===== src/rtl/thread_fetch.sv =====
// Single-thread instruction sequencer: walks the PC through a 1-cycle-latency
// instruction memory and hands each word to decode over a valid/ready handshake.
module thread_fetch #(
    parameter int STACK_DEPTH = 4,
    parameter int ADDR_W      = 10
) (
    input  logic              clk,
    input  logic              rst,
    input  logic              start,
    input  logic [ADDR_W-1:0] start_pc,
    output logic              imem_en,
    output logic [ADDR_W-1:0] imem_addr,
    input  logic [31:0]       imem_rdata,
    output logic [31:0]       ins_out,
    output logic              ins_valid,
    input  logic              ins_ready,
    output logic [ADDR_W-1:0] pc,
    output logic              busy,
    output logic              halted,
    output logic [3:0]        stack_cnt,
    output logic              stack_err
);

    localparam int CNT_W = $clog2(STACK_DEPTH + 1);
    localparam int IDX_W = $clog2(STACK_DEPTH);

    typedef enum logic [2:0] {
        IDLE,
        FETCH,
        WAIT,
        ISSUE,
        HALT
    } state_t;

    state_t            state_q, state_d;
    logic [ADDR_W-1:0] pc_q, pc_d;
    logic [31:0]       ins_q, ins_d;
    logic [CNT_W-1:0]  cnt_q, cnt_d;
    logic              err_q, err_d;
    logic [ADDR_W-1:0] stack_q [STACK_DEPTH];
    logic [ADDR_W-1:0] stack_d [STACK_DEPTH];

    logic              isHalt, isPop, isJump, isPush;
    logic [ADDR_W-1:0] target;
    logic [ADDR_W-1:0] pcInc;
    logic [IDX_W-1:0]  pushIdx, popIdx;
    logic              stackFull, stackEmpty;
    logic [4:0]        cntWide;

    assign isHalt = ins_q[5] & ins_q[4] & ins_q[3];
    assign isPop  = ins_q[5] & ins_q[3] & ~ins_q[4];
    assign isJump = ins_q[5] & ~ins_q[3];
    assign isPush = ~ins_q[5] & ins_q[3] & ins_q[2];
    assign target = ins_q[10 +: ADDR_W];

    assign pcInc      = pc_q + ADDR_W'(1);
    assign pushIdx    = cnt_q[IDX_W-1:0];
    assign popIdx     = pushIdx - IDX_W'(1);
    assign stackFull  = (cnt_q == CNT_W'(STACK_DEPTH));
    assign stackEmpty = (cnt_q == '0);

    always_comb begin
        state_d = state_q;
        pc_d    = pc_q;
        ins_d   = ins_q;
        cnt_d   = cnt_q;
        err_d   = err_q;
        stack_d = stack_q;
        case (state_q)
            IDLE, HALT: begin
                if (start) begin
                    pc_d    = start_pc;
                    cnt_d   = '0;
                    err_d   = 1'b0;
                    state_d = FETCH;
                end
            end
            FETCH: state_d = WAIT;
            WAIT: begin
                ins_d   = imem_rdata;
                state_d = ISSUE;
            end
            ISSUE: begin
                // The word acts only once it has actually been accepted downstream
                if (ins_ready) begin
                    state_d = FETCH;
                    if (isHalt) begin
                        state_d = HALT;
                    end else if (isPop) begin
                        if (!stackEmpty) begin
                            pc_d  = stack_q[popIdx];
                            cnt_d = cnt_q - CNT_W'(1);
                        end else begin
                            pc_d  = pcInc;
                            err_d = 1'b1;
                        end
                    end else if (isJump) begin
                        pc_d = target;
                    end else if (isPush) begin
                        pc_d = pcInc;
                        if (!stackFull) begin
                            stack_d[pushIdx] = target;
                            cnt_d            = cnt_q + CNT_W'(1);
                        end else begin
                            err_d = 1'b1;
                        end
                    end else begin
                        pc_d = pcInc;
                    end
                end
            end
            default: state_d = IDLE;
        endcase
    end

    always_ff @(posedge clk) begin
        if (rst) begin
            state_q <= IDLE;
            pc_q    <= '0;
            ins_q   <= '0;
            cnt_q   <= '0;
            err_q   <= 1'b0;
            for (int i = 0; i < STACK_DEPTH; i++) begin
                stack_q[i] <= '0;
            end
        end else begin
            state_q <= state_d;
            pc_q    <= pc_d;
            ins_q   <= ins_d;
            cnt_q   <= cnt_d;
            err_q   <= err_d;
            stack_q <= stack_d;
        end
    end

    // A full 16-deep stack cannot be shown in 4 bits, so occupancy saturates at 15
    assign cntWide   = 5'(cnt_q);
    assign stack_cnt = (cntWide > 5'd15) ? 4'd15 : cntWide[3:0];

    assign imem_en   = (state_q == FETCH);
    assign imem_addr = pc_q;
    assign ins_out   = ins_q;
    assign ins_valid = (state_q == ISSUE);
    assign pc        = pc_q;
    assign busy      = (state_q == FETCH) || (state_q == WAIT) || (state_q == ISSUE);
    assign halted    = (state_q == HALT);
    assign stack_err = err_q;

endmodule


===== config.mk =====
export PLATFORM = sky130hd
export DESIGN_NAME = thread_fetch
export DESIGN_NICKNAME = d
export VERILOG_FILES = /design/src/rtl/thread_fetch.sv
export SDC_FILE = /design/constraint.sdc
export NUM_CORES = 1
export LEC_CHECK = 0
export ABC_AREA = 1
export CAP_MARGIN = 20
export CORE_MARGIN = 1
export CORE_UTILIZATION = 30
export DETAILED_ROUTE_END_ITERATION = 7
export PLACE_DENSITY = 0.56
export REMOVE_ABC_BUFFERS = 1
export SETUP_SLACK_MARGIN = 0.4
export SYNTH_ARGS = -nofsm -noshare
export SYNTH_HDL_FRONTEND = slang
export SYNTH_SLANG_ARGS = --single-unit

===== constraint.sdc =====
create_clock -name clk -period 3.1 [get_ports clk]
set_clock_uncertainty 0.2 [all_clocks]
set_input_delay 0.775 -clock clk [delete_from_list [all_inputs] [get_ports clk]]
set_output_delay 0.775 -clock clk [all_outputs]
set_load 0.005 [all_outputs]

==> results of run 1 <==
## worst max-delay path by stage
stage | from | slack, ns | to
floorplan | cnt_q[0]$_SDFFE_PP0P_ | 0.24 | stack_q[30]$_SDFFE_PP0P_
global placement | ins_ready | 0.47 | imem_addr[9]$_SDFFE_PP0P_
detailed placement | ins_ready | 0.42 | cnt_q[2]$_SDFFE_PP0P_
CTS | state_q[0]$_SDFFE_PP0P_ | 0.41 | halted
global route | state_q[0]$_SDFFE_PP0P_ | 0.37 | halted
finish | state_q[0]$_SDFFE_PP0P_ | 0.48 | halted
## worst reg2reg max path: cells and delay by family, from the launching register on
family,cells,cell delay (ns)
and+or+nand+nor,3,0.53
AOI/OAI and AO/OA,2,0.23
buffers and inverters,3,0.55
adders and majority gates,1,0.33
DFF,1,0.46
## cells in the final DEF, fill, tap and decap left out, drive strengths merged
cell	count
clkinv	3
buf	17
o211ai	7
nand3b	1
ha	6
or2	1
xnor2	1
a31oi	1
nand2	100
nand3	68
nor2	50
nand4	3
dfxtp	89
bufinv	1
clkbuf	11
o21ai	79
a21oi	106
xor2	1
nor3	3
clkdlybuf4s50	105
inv	94
conb	1
## power groups by stage
stage          combinational [mW]  sequential [mW]  clock (mW)
6_report                     1.59             1.46        1.06
5_1_grt                      1.77             1.49        1.14
4_1_cts                      1.58             1.46        1.10
3_5_place_dp                 1.58             1.48           0
3_3_place_gp                 1.57             1.47           0
2_1_floorplan               0.784             1.47           0
## cell families (layout without fill, tap and decap cells)
group	after synthesis	in the layout	synth area share (%)
AO/OA/AOI/OAI	193	193	22.2
XOR/XNOR	2	2	0.394
adder cells (fa/ha/maj)	6	6	1.69
buffers and inverters	142	231	13.4
flip-flops	89	89	40.1
other	1	1	0.0844
AND/OR/NAND/NOR	226	226	22.2
## flip-flops by register name (all words and copies together), names as in the netlist
signal     count
stack_q       40
ins_out       32
imem_addr     10
cnt_q          3
state_q        3
stack_err      1
## layout make-up
type                    count  area [um^2]  share of cell area (%)
clock buffers              11          233                    3.94
repair buffers            122         1180                    20.0
well taps                 184          230                    3.90
inverters                  94          358                    6.06
multi-input cells         428         2070                    35.1
flip-flops and latches     89         1790                    30.3
clock inverters             4         45.0                   0.763
## metal layers
metal	GRT usage, %	vias to the layer above	wire length [um]
li1	-	2308	-
met1	22.4	2041	5910
met2	31.3	164	6320
met3	6.87	12	1180
met4	4.59	0	143
met5	0	-	0
## metrics by stage
step / total power [mW] / instance area (um^2) / utilization (%)
detailed placement: 3.06 / 5600 / 38.7
CTS: 4.15 / 5890 / 40.7
global route: 4.40 / 5900 / 40.8
floorplan: 2.25 / 4200 / -
finish: 4.11 / 5900 / 40.8
global placement: 3.04 / 5600 / 38.7
## repair_timing
item,in CTS,in global routing
pin swaps,1,0
endpoints found under the setup margin,4,3
hold buffers,0,0
buffers inserted,1,0
resized for setup,2,3
==> reports/qor.yml, run 1 <==
run_status:
  outcome: "finished clean"
yosys:
  synthTopCellsByArea: "dfxtp_1 (40%), a21oi_1 (12%), nand2_1 (8.2%)"
  postSynthAreaPerCell_um2: 6.74
  ys.flop_type: "dfxtp_1"
  synth.largest_area_cell: "dfxtp_1"
  synth_cells: 659
  ys_types: 28
  synth_top_area_share_pct: 40.1
  yosysMostFrequentCell: "a21oi_1"
  synth.cell_area_um2: 4440
  synth-seq-cells: 89
  seq_area_frac_synth_pct: 40.1
  synth_common_cells: "a21oi_1 (106), nand2_1 (97), inv_1 (92)"
  synth-edff-count: 0
  yosysWarnings: 0
  synthArstFlopShare_pct: 0
worst_setup_path:
  cp_slowest_cell: "clkdlybuf4s50_1"
  crit_path_cell_trace: "inv_6 -> nand2_1 -> nor2_1 -> clkdlybuf4s50_1"
  arrival_ns: 1.65
  cpPeakStageDelay_ns: 0.51
  end_kind: "output pin"
  start_kind: "flop"
  rrSetupSlack_ns: 0.68
  r2r_start: "cnt_q[0]$_SDFFE_PP0P_"
  crit_fanout: 25
  crit_buf_inv: 2
  path_delay_family: "buffers and inverters"
  path_depth: 4
  rr_worst_depth: 9
  worstPathRequired_ns: 2.12
  rr_endpoint: "stack_q[23]$_SDFFE_PP0P_"
  path_class: "reg -> out"
floorplan:
  die-area_um2: 15300
  initial_core_util_pct: 30.7
  die_height_um: 124
  die_w_um: 124
  rows: 44
  pin_count: 107
  core_area_um2: 14500
power_and_ir_drop:
  p_leak_nw: 2.32
  swShare_pct: 36.6
  intPower_mw: 2.61
  p_clk_share_pct: 25.9
  power.density_nw_per_um2: 697
  p_comb_share_pct: 38.6
  switchingPower_mw: 1.51
  p_seq_share_pct: 35.6
  ir_drop_mv: 0.264
final_layout:
  drive_gt1_share_pct: 5.48
  fillers: 1488
  syn_to_final_growth_pct: 32.8
  diodes: 0
  fin_cells: 932
  fin_nets: 796
timing:
  setup-violations-final: 0
  tightest_slew_ns: 0.630
  drv_slew: 0
  fmax_mhz: 381
  fin_crit_sh_pct: 84.7
  holdWs_ns: 0.243
  hold_viol: 0
  setup_ws_ns: 0.475
  fin_crit_ns: 2.62
  relSlewSlack_pct: 57.7
  grt_setup_unrepaired: "yes"
  fin_tns_setup_ns: 0
clock_network:
  insertion_delay_ns: 0.35
  clock_path_buffers: 2
  ctsHtreeMaxLevel: 3
  clock-root-buffer: "clkbuf_16"
  cts_tree: "done"
  clk_pin_slew_ns: 0.06
  cts_made_buffers: 9
  clock_sinks: 89
placement:
  post-place-cells: 916
  dp_hpwl_mm: 9.30
  pre_cts_ws_ns: 0.423
  finalWeightedCongestion: 0.820
  port_buffers: 105
detailed_routing:
  routedWlPerCell_um: 14.5
  drt_iter0_markers: 311
  routed_wl_mm: 13.5
  drcViolationCount: 0
  ant_nets: 0
  vias: 4525
  drt-vias-per-instance: 4.86
  drt_pre_antenna_iters: 6
hold_path:
  worst_hold_path_type: "reg -> reg"
  holdPathEnd: "stack_q[1]$_SDFFE_PP0P_"
  min_from: "stack_q[1]$_SDFFE_PP0P_"
  whs_path_depth: 2
grt:
  track_usage_pct: 18.6
  grt_pass1_wl_mm: 21.6
  antenna_found_initial: 0
  grt_pass1_vias: 4259
  grt-ovfl-total: 0
  grt_start_max_net_pins: 62
run:
  cap_viol_max_count: 0
Power figures use the tool's default switching activity.
==> run 2: changes to the inputs <==
- clock period: 3.1 -> 2.74 ns (I/O delays scaled with it)
==> run 2 against run 1 <==
Effect of this change:
- global-route usage grew 0.22 points
- sequential power rose by 13%
- flip-flop and latch count unchanged
- cell area grew 1.8%
- clock-buffer cell count down 1
- register-to-register slack worse by 0.15 ns
- cell count rose by 0.97%
- highest routed layer unchanged
==> reports/qor.yml, run 2 (same netlist as run 1, synthesis figures left out) <==
floorplan:
  rows: 44  # unchanged
  core_area_um2: 14500  # unchanged
  initial_core_util_pct: 30.7  # unchanged
  pin_count: 107  # unchanged
  die_height_um: 124  # unchanged
  die_w_um: 124  # unchanged
  die-area_um2: 15300  # unchanged
grt:
  grt_start_max_net_pins: 62  # unchanged
  grt_pass1_wl_mm: 21.9  # was 21.6 mm
  grt-ovfl-total: 0  # unchanged
  track_usage_pct: 18.9  # was 18.6%
  antenna_found_initial: 0  # unchanged
  grt_pass1_vias: 4398  # was 4259
timing:
  drv_slew: 0  # unchanged
  setup-violations-final: 0  # unchanged
  relSlewSlack_pct: 57.8  # was 57.7%
  holdWs_ns: 0.239  # was 0.243 ns
  setup_ws_ns: 0.452  # was 0.475 ns
  tightest_slew_ns: 0.627  # was 0.630 ns
  grt_setup_unrepaired: "no"  # was yes
  fin_crit_ns: 2.29
  fmax_mhz: 437
  fin_crit_sh_pct: 83.5
  hold_viol: 0  # unchanged
  fin_tns_setup_ns: 0  # unchanged
clock_network:
  clock_path_buffers: 2  # unchanged
  cts_tree: "done"  # unchanged
  insertion_delay_ns: 0.35  # about the same
  clock_sinks: 89  # unchanged
  clock-root-buffer: "clkbuf_16"  # unchanged
  cts_made_buffers: 9  # unchanged
  clk_pin_slew_ns: 0.07  # was 0.06 ns
  ctsHoldBuffers: 0  # unchanged
  ctsHtreeMaxLevel: 3  # unchanged
placement:
  post-place-cells: 922  # was 916
  finalWeightedCongestion: 0.812  # was 0.820
  dpl_cell_area_um2: 5660  # was 5600 um^2
  pre_cts_ws_ns: 0.341  # was 0.423 ns
  dp_hpwl_mm: 9.68  # was 9.30 mm
  port_buffers: 105  # unchanged
worst_setup_path:
  rr_worst_depth: 9  # unchanged
  start_kind: "flop"  # unchanged
  cpPeakStageDelay_ns: 0.57  # was 0.51 ns
  cp_slowest_cell: "clkdlybuf4s50_1"  # unchanged
  crit_fanout: 7  # was 25
  path_delay_family: "buffers and inverters"  # unchanged
  worstPathRequired_ns: 1.86  # was 2.12 ns
  crit_buf_inv: 1  # was 2
  end_kind: "output pin"  # unchanged
  arrival_ns: 1.40  # was 1.65 ns
  crit_path_cell_trace: "clkdlybuf4s50_1"  # was inv_6 -> nand2_1 -> nor2_1 -> clkdlybuf4s50_1
  path_depth: 1  # was 4
  path_class: "reg -> out"  # unchanged
detailed_routing:
  vias: 4574  # was 4525
  drt_iter0_markers: 224  # was 311
  drt-vias-per-instance: 4.86  # about the same
  ant_nets: 0  # unchanged
  routed_wl_mm: 13.8  # was 13.5 mm
  drt_pre_antenna_iters: 5  # was 6
  drcViolationCount: 0  # unchanged
  routedWlPerCell_um: 14.7  # was 14.5 um
final_layout:
  drive_gt1_share_pct: 8.06  # was 5.48%
  most-common-layout-cells: "a21oi_1 (106), clkdlybuf4s50_1 (102), nand2_1 (95)"  # was a21oi_1 (106), clkdlybuf4s50_1 (105), nand2_1 (97)
  design_area_um2: 6010  # was 5900 um^2
  syn_to_final_growth_pct: 35.2  # was 32.8%
  layout_commonest_cell: "a21oi_1"  # unchanged
  regMostFlops: "stack_q"  # unchanged
  fin_nets: 804  # was 796
  diodes: 0  # unchanged
  utilization_pct: 41.5  # was 40.8%
  largest_reg_flops: 40  # unchanged
  fin_cells: 941  # was 932
run:
  cap_viol_max_count: 0  # unchanged
power_and_ir_drop:
  p_total_mw: 4.75  # was 4.11 mW
  ir_drop_mv: 0.389  # was 0.264 mV
  power.density_nw_per_um2: 791  # was 697 nW/um^2
  p_leak_nw: 2.38  # was 2.32 nW
hold_path:
  whs_path_depth: 2  # unchanged
  worst_hold_path_type: "reg -> reg"  # unchanged
run_status:
  outcome: "finished clean"  # unchanged
## run 2: changes by cell type in the layout (fill, tap and decap cells not counted), moves of 2 or more
| cell | before | now |
|---|---|---|
| clkdlybuf4s50_1 | 105 | 102 |
| dfxtp_2 | 0 | 6 |
| dfxtp_1 | 88 | 82 |
| dlygate4sd2_1 | 0 | 2 |
| clkinvlp_4 | 0 | 3 |
| buf_4 | 17 | 24 |
| nand2_2 | 2 | 4 |
| nand2_1 | 97 | 95 |
| clkinv_2 | 3 | 1 |
## run 2: repair_timing
item	in CTS	in global routing
endpoints found under the setup margin	6	42
gates resized for setup	9	7
buffers inserted	1	2
## run 2: power breakdown
part           switching (mW)  internal (mW)  leakage [nW]
logic                    1.01          0.828          1.52
registers               0.208           1.45         0.726
clock network           0.552          0.711         0.139
total                    1.77           2.98          2.38
## run 2: area by class of cell
| class | count | area [um^2] |
|---|---|---|
| Inverter | 94 | 357 |
| Multi-Input combinational cell | 428 | 2080 |
| Tap cell | 184 | 230 |
| Timing Repair Buffer | 130 | 1250 |
| Clock buffer | 10 | 229 |
| Clock inverter | 6 | 67.6 |
| Fill cell | 1475 | 8470 |
| Sequential cell | 89 | 1790 |
## run 2: metal layers
layer  vias up  GRT usage [%]  share of wire [%]
met5         -              0                  0
met4         0           7.00                2.3
met3        19           6.18                7.0
met2       175           31.1                 46
met1      2051           22.6                 45
li1       2329              -                  -
## run 2: path summary, 6_finish.rpt
kind / startpoint / end / slack, ns
worst max-delay path: ins_out[13]$_SDFFE_PP0P_ / ins_out[13] / 0.45
worst min-delay path: stack_q[0]$_SDFFE_PP0P_ / stack_q[0]$_SDFFE_PP0P_ / 0.24
worst max register to register: cnt_q[0]$_SDFFE_PP0P_ / stack_q[34]$_SDFFE_PP0P_ / 0.53
worst min register to register: stack_q[0]$_SDFFE_PP0P_ / stack_q[0]$_SDFFE_PP0P_ / 0.24
==> run 3: changes to the inputs <==
- clock period: 2.74 -> 2.2 ns (I/O delays scaled with it)
==> run 3 against run 2 <==
Effect of this change:
- register-to-register slack got worse by 0.22 ns
- first-iteration DRC count fell by 4.9%
- cell count increased by 4.6%
- core utilization grew 5.8 points
- hold slack improved by 0.0013 ns
- flip-flop and latch count unchanged
- global-route usage up 0.38 points
- via count increased by 5.0%
- routed wire length rose by 11%
- die area stayed put
- clock power grew 40%
- largest power group unchanged
==> reports/qor.yml, run 3 (same netlist as run 1, synthesis figures left out) <==
floorplan:
  initial_core_util_pct: 30.7  # unchanged
  die_w_um: 124  # unchanged
  die-area_um2: 15300  # unchanged
  core_area_um2: 14500  # unchanged
  rows: 44  # unchanged
  die_height_um: 124  # unchanged
  pin_count: 107  # unchanged
final_layout:
  largest_reg_flops: 40  # unchanged
  drive_gt1_share_pct: 23.0  # was 8.06%
  diodes: 0  # unchanged
  ff_latch_area_um2: 1870  # was 1790 um^2
  syn_to_final_growth_pct: 54.0  # was 35.2%
  fin_cells: 984  # was 941
  fillers: 1401  # was 1475
  most-common-layout-cells: "a21oi_1 (103), nand2_1 (87), inv_1 (82)"  # was a21oi_1 (106), clkdlybuf4s50_1 (102), nand2_1 (95)
  layout_commonest_cell: "a21oi_1"  # unchanged
  fin_nets: 849  # was 804
  regMostFlops: "stack_q"  # unchanged
  multi_input_area_um2: 2360  # was 2080 um^2
grt:
  grt_pass1_wl_mm: 22.4  # was 21.9 mm
  grt_start_max_net_pins: 62  # unchanged
  track_usage_pct: 19.2  # was 18.9%
  grt-ovfl-total: 0  # unchanged
  antenna_found_initial: 0  # unchanged
  grt_pass1_vias: 4584  # was 4398
worst_setup_path:
  arrival_ns: 1.17  # was 1.40 ns
  cpPeakStageDelay_ns: 0.37  # was 0.57 ns
  path_class: "reg -> out"  # unchanged
  end_kind: "output pin"  # unchanged
  worstPathRequired_ns: 1.45  # was 1.86 ns
  crit_path_cell_trace: "inv_4 -> buf_6 -> nor3_4 -> buf_2"  # was clkdlybuf4s50_1
  cp_slowest_cell: "dfxtp_4"  # was clkdlybuf4s50_1
  crit_fanout: 3  # was 7
  start_kind: "flop"  # unchanged
placement:
  dp_hpwl_mm: 9.50  # was 9.68 mm
  finalWeightedCongestion: 0.812  # about the same
  port_buffers: 105  # unchanged
  post-place-cells: 930  # was 922
timing:
  hold_viol: 0  # unchanged
  fin_crit_sh_pct: 87.2
  grt_setup_unrepaired: "yes"  # was no
  holdWs_ns: 0.241  # was 0.239 ns
  setup-violations-final: 0  # unchanged
  fin_crit_ns: 1.92
  fmax_mhz: 521
  drv_slew: 0  # unchanged
detailed_routing:
  drt_pre_antenna_iters: 4  # was 5
  ant_nets: 0  # unchanged
  drt-vias-per-instance: 4.88  # was 4.86
  routed_wl_mm: 15.4  # was 13.8 mm
  drcViolationCount: 0  # unchanged
  vias: 4803  # was 4574
  routedWlPerCell_um: 15.6  # was 14.7 um
  drt_iter0_markers: 213  # was 224
clock_network:
  clock_sinks: 89  # unchanged
  cts_tree: "done"  # unchanged
  insertion_delay_ns: 0.34  # was 0.35 ns
  clk_pin_slew_ns: 0.06  # was 0.07 ns
  clock_path_buffers: 2  # unchanged
  ctsHoldBuffers: 0  # unchanged
  clock-root-buffer: "clkbuf_16"  # unchanged
  ctsHtreeMaxLevel: 3  # unchanged
  cts_made_buffers: 9  # unchanged
power_and_ir_drop:
  power.density_nw_per_um2: 991  # was 791 nW/um^2
  ir_drop_mv: 0.478  # was 0.389 mV
  p_leak_nw: 2.97  # was 2.38 nW
run:
  cap_viol_max_count: 0  # unchanged
hold_path:
  worst_hold_path_type: "reg -> reg"  # unchanged
run_status:
  outcome: "finished clean"  # unchanged
==> run 3: changes by cell type in the layout (fill, tap and decap cells not counted), sizes merged, moves of 3 or more <==
cell and delta:
buf +43, dlygate4sd2 +49, clkdlybuf4s50 -57, clkdlybuf4s15 +3
clkbuf +9
==> run 3: worst paths after layout <==
| path | startpoint | to | slack, ns | depth (start not counted) |
|---|---|---|---|---|
| worst min-delay path | stack_q[1]$_SDFFE_PP0P_ | stack_q[1]$_SDFFE_PP0P_ | 0.24 | 2 |
| worst max-delay path | state_q[0]$_SDFFE_PP0P_ | imem_en | 0.28 | 4 |
| worst min register to register | stack_q[1]$_SDFFE_PP0P_ | stack_q[1]$_SDFFE_PP0P_ | 0.24 | 2 |
| worst max register to register | cnt_q[0]$_SDFFE_PP0P_ | stack_q[8]$_SDFFE_PP0P_ | 0.31 | 9 |
==> run 3: stage by stage <==
step / area [um^2] / power, mW / util (%) / setup TNS, ns / setup slack [ns]
floorplan: 4200 / 3.18 / - / -31.12 / -0.658
CTS: 6340 / 6.38 / 43.8 / 0 / 0.232
global route: 6840 / 7.19 / 47.3 / 0 / 0.218
detailed placement: 5760 / 4.48 / 39.8 / -0.542 / -0.0382
finish: 6840 / 6.78 / 47.3 / 0 / 0.281
global placement: 5760 / 4.45 / 39.8 / -0.0158 / -0.0158
==> run 3: worst max-delay path: cells and delay by family, from the launching register on <==
kind | cells | cell delay [ns]
buf+inv | 3 | 0.29
flops | 1 | 0.37
simple gates | 1 | 0.17
==> run 3: layout make-up <==
class                      instances  area share [%]
inverter                          94            5.32
clock buffer                      11            3.55
multi-input combinational        428            34.4
tap                              184            3.36
clock inverter                     3            1.32
sequential                        89            27.3
timing repair buffer             175            24.7
==> run 3: layer usage <==
metal | GRT usage [%] | share of wire, %
met1 | 22.9 | 41
met2 | 31.9 | 49
met3 | 6.32 | 7.3
met4 | 7.45 | 2.4
met5 | 0 | 0
==> run 3: report_power, final <==
part | total [mW] | switching (mW) | leakage, nW | internal, mW
clock | 1.76 | 0.627 | 0.162 | 1.13
sequential | 2.00 | 0.152 | 0.739 | 1.85
combinational | 3.03 | 1.65 | 2.07 | 1.38
total | 6.78 | 2.42 | 2.97 | 4.36
==> run 3: repair_timing <==
item                                    4_1_cts  5_1_grt
resized for setup                           140       90
cloned                                        0        5
buffers inserted                             22       13
pin swaps                                     6       20
endpoints found under the setup margin      113       62
endpoints found under the hold margin         0        0
